==> config.mk <==
export PLATFORM = sky130hd
export DESIGN_NAME = fetch_stage_flat
export DESIGN_NICKNAME = d
export VERILOG_FILES = /design/src/rtl/fetch_stage_pkg.sv /design/src/rtl/fetch_stage_if.sv /design/src/rtl/fetch_stage_if_id_reg.sv /design/src/rtl/fetch_stage.sv /design/src/flat_wrapper.sv
export SDC_FILE = /design/constraint.sdc
export NUM_CORES = 1
export LEC_CHECK = 0
export ABC_AREA = 1
export CORE_ASPECT_RATIO = 1.5
export CORE_MARGIN = 4
export CORE_UTILIZATION = 51
export DETAILED_ROUTE_END_ITERATION = 6
export GPL_ROUTABILITY_DRIVEN = 0
export GPL_TIMING_DRIVEN = 0
export PLACE_DENSITY = 0.95
export SYNTH_ARGS = -nofsm -noshare
export SYNTH_HDL_FRONTEND = slang
export SYNTH_SLANG_ARGS = --single-unit
==> constraint.sdc <==
create_clock -name clk -period 3.8 [get_ports clk]
set_input_delay 0.76 -clock clk [delete_from_list [all_inputs] [get_ports clk]]
set_output_delay 0.76 -clock clk [all_outputs]
set_load 0.01 [all_outputs]
==> src/rtl/fetch_stage_pkg.sv <==
// Shared types for the fetch stage: opcode/funct slices, FSM state codes, IF/ID record.
// No logic; imported by the fetch stage, its IF/ID register and the bench.
package fetch_stage_pkg;

    typedef logic [5:0] OPECODE;
    typedef logic [5:0] FUNCT;

    typedef logic [1:0] FETCH_STATE;
    localparam FETCH_STATE S_REQ  = 2'd0;
    localparam FETCH_STATE S_WAIT = 2'd1;
    localparam FETCH_STATE S_HOLD = 2'd2;
    localparam FETCH_STATE S_DROP = 2'd3;

    localparam logic [31:0] NOP_INSTR = 32'h0000_0000;

    typedef struct packed {
        logic [31:0] instr;
        logic [31:0] pc_plus4;
        logic        valid;
    } IF_ID_T;

    // A bubble decodes as op=0/funct=0, i.e. the sll nop.
    localparam IF_ID_T IF_ID_BUBBLE = '{instr: NOP_INSTR, pc_plus4: 32'h0, valid: 1'b0};

    function automatic OPECODE op_of(input logic [31:0] instr);
        return instr[31:26];
    endfunction

    function automatic FUNCT funct_of(input logic [31:0] instr);
        return instr[5:0];
    endfunction

endpackage

==> src/rtl/fetch_stage_if.sv <==
// Instruction-memory port: req/gnt handshake with a separate rvalid data return.
// The fetch side is the master; at most one request is outstanding.
interface fetch_stage_if;

    logic        req;
    logic [31:0] addr;
    logic        gnt;
    logic        rvalid;
    logic [31:0] rdata;

    modport master (output req, output addr, input gnt, input rvalid, input rdata);
    modport slave  (input req, input addr, output gnt, output rvalid, output rdata);

endinterface

==> src/rtl/fetch_stage_if_id_reg.sv <==
// IF/ID pipeline register: one cycle load; stall holds, flush/redirect forces a bubble.
// Priority reset > flush > stall > load > bubble.
module fetch_stage_if_id_reg
    import fetch_stage_pkg::*;
(
    input  logic   clk,
    input  logic   reset,
    input  logic   i_load,
    input  logic   i_stall,
    input  logic   i_flush,
    input  IF_ID_T i_dat,
    output IF_ID_T o_dat
);

    IF_ID_T r_dat;

    always_ff @(posedge clk) begin
        if (reset) begin
            r_dat <= IF_ID_BUBBLE;
        end else if (i_flush) begin
            r_dat <= IF_ID_BUBBLE;
        end else if (i_stall) begin
            r_dat <= r_dat;
        end else if (i_load) begin
            r_dat <= i_dat;
        end else begin
            r_dat <= IF_ID_BUBBLE;
        end
    end

    assign o_dat = r_dat;

endmodule

==> src/rtl/fetch_stage.sv <==
// Fetch stage: PC, one-outstanding imem fetch FSM, one-word hold buffer, IF/ID register.
// Min 2 cycles request->IF/ID; a decode stall parks the returning word and stops requesting.
module fetch_stage
    import fetch_stage_pkg::*;
#(
    parameter logic [31:0] RESET_PC = 32'h0000_0000
)
(
    input  logic                 clk,
    input  logic                 reset,
    input  logic                 i_pc_src,
    input  logic [31:0]          i_pc_branch,
    input  logic                 i_jmp,
    input  logic [31:0]          i_pc_jmp,
    input  logic                 i_stall_d,
    input  logic                 i_flush_d,
    fetch_stage_if.master        io_imem,
    output logic [31:0]          o_pc_f,
    output logic [31:0]          o_instr_d,
    output OPECODE               o_op_d,
    output FUNCT                 o_funct_d,
    output logic [31:0]          o_pc_plus4_d,
    output logic                 o_valid_d
);

    FETCH_STATE  r_state;
    FETCH_STATE  w_state_nxt;
    logic [31:0] r_pc;
    logic [31:0] w_pc_nxt;
    logic [31:0] w_pc_plus4;
    logic [31:0] w_target;
    logic        w_redirect;
    IF_ID_T      r_buf;
    IF_ID_T      w_buf_nxt;
    logic        w_load;
    IF_ID_T      w_load_dat;
    IF_ID_T      w_if_id;
    IF_ID_T      w_fetched;

    assign w_redirect = i_pc_src | i_jmp;
    assign w_target   = i_jmp ? i_pc_jmp : i_pc_branch;
    assign w_pc_plus4 = r_pc + 32'd4;
    assign w_fetched  = '{instr: io_imem.rdata, pc_plus4: w_pc_plus4, valid: 1'b1};

    assign io_imem.req  = (r_state == S_REQ);
    assign io_imem.addr = r_pc;

    always_comb begin
        w_state_nxt = r_state;
        w_pc_nxt    = r_pc;
        w_buf_nxt   = r_buf;
        w_load      = 1'b0;
        w_load_dat  = w_fetched;

        if (w_redirect) begin
            w_pc_nxt  = w_target;
            w_buf_nxt = IF_ID_BUBBLE;
            // A granted-but-unreturned request must still be drained before refetching.
            case (r_state)
                S_REQ:   w_state_nxt = io_imem.gnt    ? S_DROP : S_REQ;
                S_WAIT:  w_state_nxt = io_imem.rvalid ? S_REQ  : S_DROP;
                S_DROP:  w_state_nxt = io_imem.rvalid ? S_REQ  : S_DROP;
                default: w_state_nxt = S_REQ;
            endcase
        end else begin
            case (r_state)
                S_REQ: begin
                    if (io_imem.gnt) begin
                        w_state_nxt = S_WAIT;
                    end
                end
                S_WAIT: begin
                    if (io_imem.rvalid) begin
                        if (i_stall_d) begin
                            w_buf_nxt   = w_fetched;
                            w_state_nxt = S_HOLD;
                        end else begin
                            w_load      = 1'b1;
                            w_pc_nxt    = w_pc_plus4;
                            w_state_nxt = S_REQ;
                        end
                    end
                end
                S_HOLD: begin
                    if (!i_stall_d) begin
                        w_load      = 1'b1;
                        w_load_dat  = r_buf;
                        w_pc_nxt    = w_pc_plus4;
                        w_buf_nxt   = IF_ID_BUBBLE;
                        w_state_nxt = S_REQ;
                    end
                end
                default: begin
                    if (io_imem.rvalid) begin
                        w_state_nxt = S_REQ;
                    end
                end
            endcase
        end
    end

    always_ff @(posedge clk) begin
        if (reset) begin
            r_state <= S_REQ;
            r_pc    <= RESET_PC;
            r_buf   <= IF_ID_BUBBLE;
        end else begin
            r_state <= w_state_nxt;
            r_pc    <= w_pc_nxt;
            r_buf   <= w_buf_nxt;
        end
    end

    fetch_stage_if_id_reg u_if_id (
        .clk     (clk),
        .reset   (reset),
        .i_load  (w_load),
        .i_stall (i_stall_d),
        .i_flush (i_flush_d | w_redirect),
        .i_dat   (w_load_dat),
        .o_dat   (w_if_id)
    );

    assign o_pc_f       = r_pc;
    assign o_instr_d    = w_if_id.instr;
    assign o_op_d       = op_of(w_if_id.instr);
    assign o_funct_d    = funct_of(w_if_id.instr);
    assign o_pc_plus4_d = w_if_id.pc_plus4;
    assign o_valid_d    = w_if_id.valid;

endmodule

==> src/flat_wrapper.sv <==
// flat-port wrapper written by rule: the top's interface ports become plain ports
module fetch_stage_flat import fetch_stage_pkg::*;
#(
    parameter logic [31:0] RESET_PC = 32'h0000_0000
)
  (clk, reset, i_pc_src, i_pc_branch, i_jmp, i_pc_jmp, i_stall_d, i_flush_d, o_pc_f, o_instr_d, o_op_d, o_funct_d, o_pc_plus4_d, o_valid_d, io_imem_req, io_imem_addr, io_imem_gnt, io_imem_rvalid, io_imem_rdata);
  fetch_stage_if io_imem_i ();
  input  logic clk;
  input  logic reset;
  input  logic i_pc_src;
  input  logic [31:0] i_pc_branch;
  input  logic i_jmp;
  input  logic [31:0] i_pc_jmp;
  input  logic i_stall_d;
  input  logic i_flush_d;
  output logic [31:0] o_pc_f;
  output logic [31:0] o_instr_d;
  output OPECODE o_op_d;
  output FUNCT o_funct_d;
  output logic [31:0] o_pc_plus4_d;
  output logic o_valid_d;
  output wire logic [$bits(io_imem_i.req)-1:0] io_imem_req;
  output wire logic [$bits(io_imem_i.addr)-1:0] io_imem_addr;
  input wire logic [$bits(io_imem_i.gnt)-1:0] io_imem_gnt;
  input wire logic [$bits(io_imem_i.rvalid)-1:0] io_imem_rvalid;
  input wire logic [$bits(io_imem_i.rdata)-1:0] io_imem_rdata;
  assign io_imem_req = io_imem_i.req;
  assign io_imem_addr = io_imem_i.addr;
  assign io_imem_i.gnt = io_imem_gnt;
  assign io_imem_i.rvalid = io_imem_rvalid;
  assign io_imem_i.rdata = io_imem_rdata;
  fetch_stage #(.RESET_PC(RESET_PC)) u_core (.clk(clk), .reset(reset), .i_pc_src(i_pc_src), .i_pc_branch(i_pc_branch), .i_jmp(i_jmp), .i_pc_jmp(i_pc_jmp), .i_stall_d(i_stall_d), .i_flush_d(i_flush_d), .io_imem(io_imem_i), .o_pc_f(o_pc_f), .o_instr_d(o_instr_d), .o_op_d(o_op_d), .o_funct_d(o_funct_d), .o_pc_plus4_d(o_pc_plus4_d), .o_valid_d(o_valid_d));
endmodule
== Yosys cells after proc, flatten, opt, wreduce, memory -nomap -nowiden ==
Index checks and enable logic that the tools add are counted.

* Memory bits (read-only): 0
* Latch bits: 0
* Memories: 0
* RAM bits: 0
* Logic and storage cells: 56
* Output and inout port bits: 142
* Bits in registers: 164

* Shift-type cells: 0
* Reduce and logical (&&, ||, !) cells: 10
* Order comparisons: 0
* Equality and inequality tests: 9
* Bitwise operators: 2
* Divide/modulo/power cells: 0
* $mul: 0
* Add/subtract/negate cells: 1
* Multiplexer cells: 26

{| class="wikitable"
|+ Operators by type and width
! operator !! number
|-
| two-way mux 65 bit || 6
|-
| one-hot mux 65 bit (2 select lines) || 1
|-
| two-way mux 32 bit || 4
|-
| one-hot mux 32 bit (2 select lines) || 1
|-
| adder 32 x 3 -> 32 bit (second input constant) || 1
|-
| two-way mux 2 bit || 8
|-
| AND reduction 4 bit || 2
|-
| inequality test 2 bit (second input constant) || 3
|-
| inequality test 3 x 2 -> 1 bit (second input constant) || 2
|-
| one-hot mux 2 bit (3 select lines) || 1
|-
| OR reduction 2 bit || 3
|-
| equality test 2 bit (second input constant) || 2
|-
| one-hot mux 2 bit (2 select lines) || 1
|-
| nonzero test 4 bit || 1
|-
| two-way mux 1 bit || 3
|-
| inequality test 3 x 1 -> 1 bit (second input constant) || 1
|-
| nonzero test 3 bit || 1
|-
| equality test 2 x 1 -> 1 bit (second input constant) || 1
|-
| zero test 2 bit || 1
|-
| bitwise OR 1 bit || 2
|-
| one-hot mux 1 bit (2 select lines) || 1
|-
| AND reduction 2 bit || 1
|-
| nonzero test 2 bit || 1
|}

== Depth between registers and ports, before layout ==
* Word-level depth: 5
* Depth in mapped cells: 12

== Hierarchy ==
From an unflattened synthesis, not the netlist that was laid out.

* Cell total of the unflattened synthesis: 1377
* Area, all modules: 9347.7 um^2

{| class="wikitable"
|+ By module, submodules not included
! module !! sequential area each (um^2) !! area each (um^2) !! times used !! cells an instance
|-
| fetch_stage || 1981.9 || 6776.5 || 1 || 1087
|-
| fetch_stage_if_id_reg || 1301.2 || 2571.2 || 1 || 290
|}

== Worst setup path after synthesis ==
No wires, ideal clock.

* Kind: input to register
* Start point: in i_jmp
* End point: reg u_core.u_if_id.r_dat (netlist bit u_core.u_if_id.o_dat[10])
* Path slack: 1.820 ns
* Required time: 3.730 ns
* Buffers on the path: 3
* Cell stages on the path: 9
* Arrival: 1.910 ns
* Path through: buf_2 > nor2_2 > inv_2 > nor2_4 > inv_2 > or2_1 > buf_2 > buf_2 > a21oi_1

* Longest elaborated chain between the ends: 3
* Elaborated cells on any way between the ends: 6
* Classes of those cells: 3 x mux; 2 x bitwise; 1 x reduce/logical

{| class="wikitable"
|+ Ends and longest elaborated chain
! what !! RTL line !! text
|-
| start, declared || flat_wrapper.sv:12 || <nowiki>input logic i_jmp;</nowiki>
|-
| bitwise OR 1 bit (*) || fetch_stage.sv:40 || <nowiki>assign w_redirect = i_pc_src | i_jmp;</nowiki>
|-
| two-way mux 65 bit (tied with other cells) || fetch_stage.sv:55 || <nowiki>if (w_redirect) begin</nowiki>
|-
| two-way mux 65 bit or OR reduction 2 bit (tied branches) || n/a ||
|-
| end signal, assigned || fetch_stage_if_id_reg.sv:23 || <nowiki>r_dat <= r_dat;</nowiki>
|-
| end signal, assigned || fetch_stage_if_id_reg.sv:25 || <nowiki>r_dat <= i_dat;</nowiki>
|-
| end, declared || fetch_stage_if_id_reg.sv:15 || <nowiki>IF_ID_T r_dat;</nowiki>
|}

Mark *: on every way between the ends. The rest lies on a longest branch, timed or not.
A chain may end at the register's enable or synchronous reset.

== Final worst setup path ==
* Start point: in i_stall_d
* End point: reg u_core.r_buf[23] (netlist name)

* Longest elaborated chain between the ends: 2
* Elaborated cells on any way between the ends: 3
* Classes of those cells: 2 x eq/ne; 1 x reduce/logical

{| class="wikitable"
|+ Ends and longest elaborated chain
! what !! RTL line !! text
|-
| start, declared || flat_wrapper.sv:14 || <nowiki>input logic i_stall_d;</nowiki>
|-
| inequality test 2 bit (no line) || n/a ||
|-
| AND reduction 4 bit (no line) (*) || n/a ||
|-
| end signal, assigned || fetch_stage.sv:110 || <nowiki>r_buf <= w_buf_nxt;</nowiki>
|-
| end, declared || fetch_stage.sv:33 || <nowiki>IF_ID_T r_buf;</nowiki>
|}

Marked as above.

==> run summary <==
Status = finished clean
CP Cell Sequence = clkdlybuf4s50_1 > inv_1 > nand2_1 > nand3_2 > inv_2 > nand2_1 > inv_2 > buf_2 > nand2_1 > a21oi_1
Maximum vdd drop = 0.0002733 V
Number of synthesized register bits = 164
Final Hold Fails = 0
Hold Path Class = flip-flop to flip-flop
DR pass1 iterations = 6
Die Wd = 111.5 µm
Vias = 9550
Number of H-tree levels = 4
Vias in the first global route = 9389
Fillers = 1236
Tcrit/Tclk final = 66.73%
Area of the multi-input gates = 4104 µm²
Post-CTS Hold Buffers = 0
PortBufs = 244
Critical Path Source Type = input pin
Clk_lat worst skew = 0.43 ns
First-pass GRT wire length = 44710 µm
Crit path kind = input pin to flip-flop
Worst EP arrival = 2.87 ns
Layout net count = 1626
Vias per cell = 5.507
Antenna Violating Nets Remaining = 0
Layout Skew = 0.01349 ns
Maximum clock frequency = 394.4 MHz
CP peak stage delay = 0.61 ns
Most used cell, CP = nand2_1
Slew HR = 40.61%
Distinct cells, synth = 33
Total Power = 4.449 mW
Largest net degree at the start of global routing = 17
Top cells by area, synth = dfxtp_1 (40%), nand2_1 (22%), a21oi_1 (8.6%)
Top cell type's share of synthesized area = 40.09%
Total of max-cap violations = 0
Worst reg2reg path startpoint = u_core.r_state[0]$_SDFFE_PP0P_
Slowest-stage cell, CP = clkdlybuf4s50_1
Worst-path clk slew = 0.07 ns
Max Root-Sink Buffers = 2
Slew of the pin with the lowest slew margin = 0.8876 ns
Clk root buf = clkbuf_16
CTS Buf Count = 17
Tmin final = 2.536 ns
Avg Inst Size Synth = 6.531 µm²
Power per cell area = 389.1 nW/µm²
Post-synthesis sequential area ratio = 40.09%
Count leader, synth = nand2_1
Leakage = 4.313 nW
Async set-reset flop share out of synthesis = 0%
Share of cells above drive strength 1 = 7.124%
Crit Path Max Fanout = 10
CTS Sinks = 164
Critical Path RT = 4.14 ns
YS warnings = 0
Register area = 3283 µm²
Starting Density = 52.18%
1st-iter DRT viols = 952
Post-synth EDFFs = 0
Hpwl dp = 21400 µm
R2R Setup Slk = 1.31 ns
Site Rows = 56
Worst Setup EP = u_core.r_buf[23]$_SDFFE_PP0P_
Chip height = 163.2 µm
Cts repair resizes = 0
RSZ-0062 raised after global routing = no
Final number of setup-violating endpoints = 0
Setup TNS = 0 ns
R2R Path End = u_core.r_buf[23]$_SDFFE_PP0P_
Total track usage = 30.21%
Most frequent cells after synthesis = nand2_1 (488), dfxtp_1 (164), a21oi_1 (141)
Hold WS = 0.4637 ns
Core area = 15700 µm²
WL final = 28390 µm
Crit path capture type = flip-flop
Slew Viols, Final = 0
Area leader, netlist = dfxtp_1
Area Growth Syn to Fin = 39.60%
# Post-CTS Setup Buffers = 0
R2R depth = 12
Mapped Nets = 1363
Die area = 18190 µm²
Critical Path Start = i_stall_d
Ports = 246
Cell count after synthesis = 1254
GRT overflow = 0
Synth Flop Type = dfxtp_1
Cell Area, Synth = 8190 µm²
Initial antenna violation count = 1
Routed len/inst = 16.37 µm
CTS tree = done
# DRC = 0
-- critical path: cells and delay by family --
family | cells | cell delay [ns]
compound gates | 1 | 0.19
buf+inv | 5 | 1.37
simple gates | 4 | 0.54
-- flip-flops by register name (all words and copies together) (netlist names) --
register and cells:
u_core.io_imem.addr 32, u_core.r_state 2, u_core.r_buf 65, u_core.u_if_id.o_dat 65
-- layer usage --
layer | vias up | share of wire (%) | track usage (%)
li1 | 4555 | - | -
met4 | 0 | 5.8 | 18.48
met1 | 4282 | 34 | 31.89
met3 | 144 | 8.2 | 4.596
met5 | - | 0 | 0
met2 | 569 | 52 | 55.99
-- cell families after synthesis --
| kind of cell | count (synthesis) | share of synthesized area, % |
|---|---|---|
| AO/OA/AOI/OAI | 248 | 16.59 |
| XOR/XNOR | 7 | 0.7486 |
| adder cells (fa/ha/maj) | 5 | 0.7638 |
| flip-flops | 164 | 40.09 |
| buffers and inverters | 162 | 9.807 |
| AND/OR/NAND/NOR | 668 | 32.00 |
-- stage by stage --
step	instances	utilization [%]	instance area (µm²)	worst slack [ns]
final	1734	72.85	11430	1.264
after floorplan	1254	-	8190	1.820
after global routing	1734	72.85	11430	1.101
after global placement	1701	69.36	10890	1.004
after detailed placement	1701	69.36	10890	0.9272
after CTS	1733	72.83	11430	1.325
-- area by class of cell --
type,instances,share of cell area (%)
Antenna cell,1,0.02189
Sequential cell,164,28.72
Clock buffer,20,3.907
Timing Repair Buffer,244,21.36
Buffer,112,5.384
Multi-Input combinational cell,928,35.89
Tap cell,203,2.221
Clock inverter,12,0.8536
Inverter,50,1.641
-- how the worst min path moves through the flow --
stage	start	to	depth (start not counted)
floorplan	u_core.r_buf[55]$_SDFFE_PP0P_	u_core.r_buf[55]$_SDFFE_PP0P_	2
global placement	u_core.u_if_id.o_dat[32]$_SDFFE_PP0N_	u_core.u_if_id.o_dat[32]$_SDFFE_PP0N_	2
detailed placement	u_core.u_if_id.o_dat[13]$_SDFFE_PP0N_	u_core.u_if_id.o_dat[13]$_SDFFE_PP0N_	2
CTS	u_core.u_if_id.o_dat[20]$_SDFFE_PP0N_	u_core.u_if_id.o_dat[20]$_SDFFE_PP0N_	2
global route	u_core.u_if_id.o_dat[53]$_SDFFE_PP0N_	u_core.u_if_id.o_dat[53]$_SDFFE_PP0N_	2
finish	u_core.u_if_id.o_dat[52]$_SDFFE_PP0N_	u_core.u_if_id.o_dat[52]$_SDFFE_PP0N_	2
-- where the power goes --
part / leakage (nW) / switching (mW) / internal (mW)
clock: 0.247 / 0.748 / 0.864
combinational: 2.74 / 0.565 / 0.415
sequential: 1.33 / 0.0833 / 1.77
total: 4.31 / 1.40 / 3.05
-- layout by cell type (no fill, tap or decap), types with 4 or more instances in the layout --
cell type        count
nand3_1             58
nand2_1            488
clkinvlp_4           6
dfxtp_1            164
a22oi_1             27
xnor2_1              4
clkdlybuf4s50_1    244
inv_2                8
clkbuf_1            39
buf_1                9
nor2_1             109
ha_1                 5
buf_4               45
a31oi_1             17
inv_6                5
o21ai_0             52
inv_1               42
buf_2               21
a21oi_1            141
nand4_1              4
clkbuf_16           17
Power figures use the tool's default switching activity.
